File: src/rtl/prog_loader_if.sv
// prog_loader_if: byte-stream handshake plus instruction-memory write port
interface prog_loader_if #(
    parameter int ADDR_W = 5
);
    logic              byte_valid;
    logic [7:0]        byte_data;
    logic              byte_ready;
    logic              IM_WR;
    logic [ADDR_W-1:0] IM_DIR;
    logic [31:0]       IM_DI;

    // Byte source and memory observer side
    modport master (
        output byte_valid,
        output byte_data,
        input  byte_ready,
        input  IM_WR,
        input  IM_DIR,
        input  IM_DI
    );

    // Loader side
    modport slave (
        input  byte_valid,
        input  byte_data,
        output byte_ready,
        output IM_WR,
        output IM_DIR,
        output IM_DI
    );
endinterface

File: src/rtl/prog_loader.sv
// prog_loader: assembles a byte stream into 32-bit words, writes them to
// instruction memory and holds the core in reset until the load completes.
module prog_loader #(
    parameter int ADDR_W     = 5,
    parameter bit BIG_ENDIAN = 1'b1
) (
    input  logic            reloj,
    input  logic            reset_n,
    input  logic            start,
    input  logic [ADDR_W:0] len_words,
    prog_loader_if.slave    bus,
    output logic            cpu_reset,
    output logic            busy,
    output logic            done
);
    localparam logic [1:0] S_IDLE  = 2'd0;
    localparam logic [1:0] S_RECV  = 2'd1;
    localparam logic [1:0] S_WRITE = 2'd2;
    localparam logic [1:0] S_DONE  = 2'd3;

    localparam logic [ADDR_W:0]   CAPACITY = {1'b1, {ADDR_W{1'b0}}};
    localparam logic [ADDR_W:0]   LEN_ONE  = (ADDR_W+1)'(1);
    localparam logic [ADDR_W-1:0] ADDR_ONE = ADDR_W'(1);

    logic [1:0]        r_state;
    logic [ADDR_W:0]   r_len;
    logic [ADDR_W-1:0] r_wordAddr;
    logic [1:0]        r_byteCnt;
    logic [31:0]       r_word;
    logic [ADDR_W-1:0] r_imDir;
    logic [31:0]       r_imDi;

    logic              w_xfer;
    logic              w_lastWord;
    logic [ADDR_W:0]   w_lenClamped;
    logic [31:0]       w_nextWord;

    // Handshake, length clamp, last-word detect and byte-shift of the partial word
    always_comb begin
        w_xfer       = bus.byte_valid && (r_state == S_RECV);
        w_lenClamped = (len_words > CAPACITY) ? CAPACITY : len_words;
        w_lastWord   = ({1'b0, r_wordAddr} == (r_len - LEN_ONE));
        if (BIG_ENDIAN)
            w_nextWord = {r_word[23:0], bus.byte_data};
        else
            w_nextWord = {bus.byte_data, r_word[31:8]};
    end

    // Load sequencer; the write port registers are captured on the 4th byte so they hold outside WRITE
    always_ff @(posedge reloj or negedge reset_n) begin
        if (!reset_n) begin
            r_state    <= S_IDLE;
            r_len      <= '0;
            r_wordAddr <= '0;
            r_byteCnt  <= '0;
            r_word     <= '0;
            r_imDir    <= '0;
            r_imDi     <= '0;
        end else begin
            case (r_state)
                S_IDLE, S_DONE: begin
                    if (start) begin
                        if (len_words == '0) begin
                            r_state <= S_DONE;
                        end else begin
                            r_state    <= S_RECV;
                            r_len      <= w_lenClamped;
                            r_wordAddr <= '0;
                            r_byteCnt  <= '0;
                            r_word     <= '0;
                        end
                    end
                end
                S_RECV: begin
                    if (w_xfer) begin
                        r_word    <= w_nextWord;
                        r_byteCnt <= r_byteCnt + 2'd1;
                        if (r_byteCnt == 2'd3) begin
                            r_state <= S_WRITE;
                            r_imDir <= r_wordAddr;
                            r_imDi  <= w_nextWord;
                        end
                    end
                end
                S_WRITE: begin
                    if (w_lastWord) begin
                        r_state <= S_DONE;
                    end else begin
                        r_state    <= S_RECV;
                        r_wordAddr <= r_wordAddr + ADDR_ONE;
                        r_byteCnt  <= '0;
                    end
                end
                default: r_state <= S_IDLE;
            endcase
        end
    end

    assign bus.byte_ready = (r_state == S_RECV);
    assign bus.IM_WR      = (r_state == S_WRITE);
    assign bus.IM_DIR     = r_imDir;
    assign bus.IM_DI      = r_imDi;
    assign busy           = (r_state == S_RECV) || (r_state == S_WRITE);
    assign done           = (r_state == S_DONE);
    assign cpu_reset      = (r_state != S_DONE);
endmodule
File: src/flat_wrapper.sv
// flat-port wrapper written by rule: the top's interface ports become plain ports
module prog_loader_flat 
#(
    parameter int ADDR_W     = 5,
    parameter bit BIG_ENDIAN = 1'b1
)
  (reloj, reset_n, start, len_words, cpu_reset, busy, done, bus_byte_valid, bus_byte_data, bus_byte_ready, bus_IM_WR, bus_IM_DIR, bus_IM_DI);
  prog_loader_if #(.ADDR_W(ADDR_W)) bus_i ();
  input  logic reloj;
  input  logic reset_n;
  input  logic start;
  input  logic [ADDR_W:0] len_words;
  output logic cpu_reset;
  output logic busy;
  output logic done;
  input wire logic [$bits(bus_i.byte_valid)-1:0] bus_byte_valid;
  input wire logic [$bits(bus_i.byte_data)-1:0] bus_byte_data;
  output wire logic [$bits(bus_i.byte_ready)-1:0] bus_byte_ready;
  output wire logic [$bits(bus_i.IM_WR)-1:0] bus_IM_WR;
  output wire logic [$bits(bus_i.IM_DIR)-1:0] bus_IM_DIR;
  output wire logic [$bits(bus_i.IM_DI)-1:0] bus_IM_DI;
  assign bus_i.byte_valid = bus_byte_valid;
  assign bus_i.byte_data = bus_byte_data;
  assign bus_byte_ready = bus_i.byte_ready;
  assign bus_IM_WR = bus_i.IM_WR;
  assign bus_IM_DIR = bus_i.IM_DIR;
  assign bus_IM_DI = bus_i.IM_DI;
  prog_loader #(.ADDR_W(ADDR_W), .BIG_ENDIAN(BIG_ENDIAN)) u_core (.reloj(reloj), .reset_n(reset_n), .start(start), .len_words(len_words), .bus(bus_i), .cpu_reset(cpu_reset), .busy(busy), .done(done));
endmodule
File: config.mk
export PLATFORM = sky130hd
export DESIGN_NAME = prog_loader_flat
export DESIGN_NICKNAME = d
export VERILOG_FILES = /design/src/rtl/prog_loader_if.sv /design/src/rtl/prog_loader.sv /design/src/flat_wrapper.sv
export SDC_FILE = /design/constraint.sdc
export NUM_CORES = 1
export LEC_CHECK = 0
export ABC_CLOCK_PERIOD_IN_PS = 2800
export CAP_MARGIN = 15
export CORE_ASPECT_RATIO = 1.5
export CORE_MARGIN = 5
export CORE_UTILIZATION = 35
export DETAILED_ROUTE_END_ITERATION = 8
export GPL_ROUTABILITY_DRIVEN = 0
export SLEW_MARGIN = 10
export SYNTH_ARGS = -nofsm -noshare
export SYNTH_HDL_FRONTEND = slang
export SYNTH_SLANG_ARGS = --single-unit
File: constraint.sdc
create_clock -name reloj -period 2.8 [get_ports reloj]
set_input_delay 0.28 -clock reloj [delete_from_list [all_inputs] [get_ports reloj]]
set_output_delay 0.28 -clock reloj [all_outputs]
set_load 0.02 [all_outputs]
# Word-level counts from Yosys, hierarchy flattened
# Index checks and enable logic that the tools add are counted.
[op_classes]
order_cmp = 1
addsub = 3
n_eq_ne = 11
n_reduce_logical = 13
mux = 20
n_bitwise = 1
[ops]
columns = ["operator", "count"]
rows = [
  ["24-bit 2-to-1 mux", 3],
  ["24-bit case mux with 2 select lines", 1],
  ["2-bit 2-to-1 mux", 9],
  ["5-bit 2-to-1 mux", 3],
  ["2-bit case mux with 3 select lines", 2],
  ["4-bit AND reduction", 3],
  ["5-bit case mux with 2 select lines", 1],
  ["3-bit AND reduction", 3],
  ["2-bit inequality test, second input constant", 4],
  ["2-bit == test, second input constant", 3],
  ["5-bit by 6-bit == test with 1-bit output", 1],
  ["6-bit > comparator, second input constant", 1],
  ["6-bit logical NOT", 1],
  ["6-bit 2-to-1 mux", 1],
  ["6-bit by 1-bit subtractor with 6-bit output, second input constant", 1],
  ["5-bit by 1-bit adder with 5-bit output, second input constant", 1],
  ["2-bit by 1-bit inequality test with 1-bit output, second input constant", 2],
  ["2-bit nonzero test", 2],
  ["2-bit by 1-bit adder with 2-bit output, second input constant", 1],
  ["2-bit by 1-bit == test with 1-bit output, second input constant", 1],
  ["2-bit logical NOT", 1],
  ["2-bit OR reduction", 1],
  ["1-bit logical AND", 1],
  ["1-bit logical OR", 1],
  ["1-bit NOT", 1],
]
[totals]
in_bits = 18
elab_cells = 56
output_inout_bits = 42
reg_bits = 76

# Longest topological paths before layout
[logic_depth]
depth_word = 4
ltp_mapped = 8
mapped_depth_nobuf = 7

# Worst setup path before layout
# Ideal clock, no wire load.
[synth_path]
path_type = "reg2reg"
startpoint = "register u_core.r_state[0]"
endpoint = "register u_core.r_wordAddr[3]"
arrival_ns = 2.010
n_path_buf = 0
setup_time_ns = 0.126
required_time_ns = 2.674
path_stages_with_launch = 8
slack_ns = 0.664
synth_period_minus_slack_ns = 2.136
cell_sequence = "dfrtp_1 > inv_1 > ha_1 > inv_1 > nor3_1 > nand4_4 > o21a_1 > a221o_1"
[synth_via]
word_cells_on_any_way = 10
classes_between = "5 x eq/ne; 1 x mux; 4 x reduce/logical"
[synth_rtl]
columns = ["item", "line", "text"]
rows = [
  ["start: declaration", "prog_loader.sv:25", "logic [1:0] r_state;"],
  ["start signal: assignment", "prog_loader.sv:52", "r_state <= S_IDLE;"],
  ["start signal: assignment", "prog_loader.sv:64", "r_state <= S_DONE;"],
  ["start signal: assignment", "prog_loader.sv:66", "r_state <= S_RECV;"],
  ["2-bit == test *", "--", ""],
  ["named net bus_IM_WR", "flat_wrapper.sv:19", "output wire logic [$bits(bus_i.IM_WR)-1:0] bus_IM_WR;"],
  ["2-bit inequality test (no source line) / 2-bit nonzero test (equally long branches)", "--", ""],
  ["4-bit AND reduction (no source line)", "--", ""],
  ["end signal: assignment", "prog_loader.sv:90", "r_wordAddr <= r_wordAddr + ADDR_ONE;"],
  ["end: declaration", "prog_loader.sv:27", "logic [ADDR_W-1:0] r_wordAddr;"],
]
# Mark *: on every way through the listed nets, which the timed path passes. The rest lies on a longest branch.
# A chain may end at the register's enable or synchronous reset.

# Worst setup path in the final report
[layout_path]
startpoint = "register u_core.r_state[0]"
endpoint = "output port busy"
[layout_via]
elab_chain_len = 2
word_cells_on_any_way = 3
classes_between = "2 x eq/ne; 1 x reduce/logical"
[layout_rtl]
columns = ["item", "line", "text"]
rows = [
  ["2-bit by 1-bit == test with 1-bit output / 2-bit == test (equally long branches)", "prog_loader.sv:103", "assign busy = (r_state == S_RECV) || (r_state == S_WRITE);"],
  ["1-bit logical OR *", "prog_loader.sv:103", ""],
  ["end: declaration", "flat_wrapper.sv:14", "output logic busy;"],
]
# Mark *: on every way between the ends. The rest lies on a longest branch, timed or not.

==> results.md <==
* Maximum capacitance violations at 0
* Fillers at 807
* Detailed Route WL at 6370 um
* CP cell instances: inv_1 -> ha_1 -> inv_1 -> clkdlybuf4s50_1
* Buffers on Ports at 59
* Post-synth EDFFs at 0
* Clk buf depth at 2
* Clock Skews at 0.00342 ns
* F_max at 0.445 GHz
* Clock net sink count at 76
* Worst IR Drop VDD at 0.581 mV
* Worst path max stage delay at 0.62 ns
* Syn Nets at 267
* DR WL/cell at 15.2 um
* Initial antenna violation count at 0
* Vias/cell at 5.11
* Final setup violating endpoints at 0
* WHS at 0.0842 ns
* RSZ-0062 raised after global routing: no
* Synth warnings at 0
* Remaining DRCs at 0
* Endpoints failing hold at 0
* Worst slew margin at 33.1%
* WP data required at 2.52 ns
* Root Driver: clkbuf_16
* Power Density at 1060 mW/mm^2
* Leak Pwr at 0.00194 uW
* Sequential share of power at 37.2%
* All-layer global routing usage at 12.1%
* Place WS at 0.561 ns
* H-tree lvl count at 3
* CTS Buf Count at 9
* Post-CTS sizing at 0
* Post-CTS Hold Buffers at 0
* Starting Density at 36.2%
* Die Y at 127 um
* Setup Buffers After CTS at 0
* Cell family with most CP delay: buffers and inverters
* Syn Inst Count at 242
* Register area share after synthesis at 59.2%
* Final core occ at 47.8%
* Yosys top cell area share at 59.2%
* Vias at 2,145
* Crit path time final at 2.25 ns
* Syn_area_per_cell at 13.3 sq um
* Final WS setup at 0.555 ns
* Die ar. at 0.0112 sq mm
* Status: completed
* Placement Rows at 42
* Largest net degree at the start of global routing at 77
* Crit start category: register
* Synth Register Bits at 76
* Chip width at 88.2 um
* Synthesized cell area at 0.00321 sq mm
* Number of diodes at 0
* Actual slew at the worst max-slew pin at 1.00 ns
* Slowest cell on crit path: clkdlybuf4s50_1
* 1st-pass router iterations at 4
* Most numerous cell in the Yosys netlist: dfrtp_1
* Nets at 330
* GRT overflow at 0
* Buffers & Inverters on Critical Path at 3
* Clock network power share at 25.9%
* Worst hold path type: input pin to asynchronous set/reset pin
* Synth unique cells at 41
* CP Max Fanout at 6
* Top cell type by total area after synthesis: dfrtp_1
* Clk slew on worst S/H paths at 0.06 ns
* Pint at 2930 uW
* Initial DRC Count at 106
* R2R depth at 6
* Final setup TNS at 0 ns
* Wire length of the first global-routing pass at 10,400 um
* CP Depth at 4
* Top cells by area, synth: dfrtp_1 59%, mux2_2 13%, a22o_1 6.5%, ha_1 2.7%, nand2_1 1.4%
* Crit path arrival time at 1.97 ns
* Switching share of power at 34.7%
* Layout cells sized above 1 at 20.3%
* # IOs at 60
* Clock Latency Late Sink at 0.33 ns
* CTS tree: yes
* Post-route ant nets at 0
* Final worst path period share at 80.2%
* Kind of end point of the critical path: output port
* Asr flop ratio synth at 100%
* Crit Path Category: register to output port
* Area grow syn2layout at 32.0%
* Psw at 1560 uW
* CORE AREA at 0.00888 sq mm
* List of most frequent post-synthesis cells: 76 x dfrtp_1, 36 x mux2_2, 24 x a22o_1
* Detailed placer's ending HPWL at 4430 um
* Power share of the combinational group at 36.9%
* Slew Viols, Final at 0
* Vias in the first global route at 2,129
* Synth Flop Type: dfrtp_1
* Most frequent CP cell: inv_1
## layout make-up
cell class | count | area (sq um) | share of cell area [%]
clock buffers | 11 | 243 | 5.72
clock inverters | 5 | 60.1 | 1.42
inverters | 11 | 41.3 | 0.973
multi-input cells | 145 | 1240 | 29.1
flip-flops and latches | 76 | 1900 | 44.8
well taps | 110 | 138 | 3.24
repair buffers | 62 | 623 | 14.7
## path summary, 6_finish.rpt
| check | end | start | slack, ns |
|---|---|---|---|
| worst max-delay path | busy | u_core.r_state[0]$_DFFE_PN0P_ | 0.55 |
| worst min-delay path | u_core.r_wordAddr[4]$_DFFE_PN0P_ | reset_n | 0.08 |
| worst max register to register | u_core.r_word[20]$_DFFE_PN0P_ | u_core.r_state[0]$_DFFE_PN0P_ | 0.61 |
| worst min register to register | u_core.bus.IM_DIR[0]$_DFFE_PN0P_ | u_core.bus.IM_DIR[0]$_DFFE_PN0P_ | 0.49 |
| max in group asynchronous | u_core.r_word[7]$_DFFE_PN0P_ | reset_n | 2.09 |
| min in group reloj | u_core.bus.IM_DIR[0]$_DFFE_PN0P_ | u_core.bus.IM_DIR[0]$_DFFE_PN0P_ | 0.49 |
## flip-flops by register name, indices dropped and copies added (netlist names)
signal	cells
u_core.bus.IM_DI	32
u_core.r_wordAddr	5
u_core.r_len	6
u_core.r_state	2
u_core.r_byteCnt	2
u_core.r_word	24
u_core.bus.IM_DIR	5
## kinds of logic after synthesis
group           after synthesis  share of synthesized area, %
buf+inv                      21                          2.57
flops                        76                          59.2
simple gates                 42                          7.24
compound gates               54                          14.0
mux                          37                          12.9
fa+ha+maj                     7                          2.72
xor+xnor                      5                          1.36
## power groups by stage
stage	clock, uW	sequential [uW]	combinational [uW]
2_1_floorplan	0	1780	973
3_3_place_gp	0	1690	1650
3_5_place_dp	0	1690	1680
4_1_cts	1200	1680	1690
5_1_grt	1230	1720	1810
6_report	1160	1670	1650
## routing by layer
metal | routed length [um] | vias to the layer above | GRT usage (%)
met5 | 0 | - | 0
met4 | 147 | 0 | 6.58
met3 | 393 | 11 | 4.25
met2 | 3070 | 55 | 18.4
met1 | 2770 | 1060 | 14.9
li1 | - | 1019 | -
## layout by cell type (no fill, tap or decap), types with 5 or more instances in the layout
| cell type | n |
|---|---|
| dfrtp_1 | 76 |
| o21ai_0 | 7 |
| ha_1 | 7 |
| a22o_1 | 24 |
| clkdlybuf4s50_1 | 58 |
| nand2b_1 | 7 |
| nand2_1 | 11 |
| nor3_1 | 5 |
| inv_1 | 11 |
| clkbuf_16 | 9 |
| mux2_2 | 36 |
## per-stage QoR
step                instance area, sq um  power [uW]  cells
global route                        4240        4760    420
global placement                    3940        3340    404
CTS                                 4240        4560    420
floorplan                           3210        2750    242
detailed placement                  3940        3370    404
finish                              4240        4480    420
No activity file was read; power rests on OpenSTA's default activity.
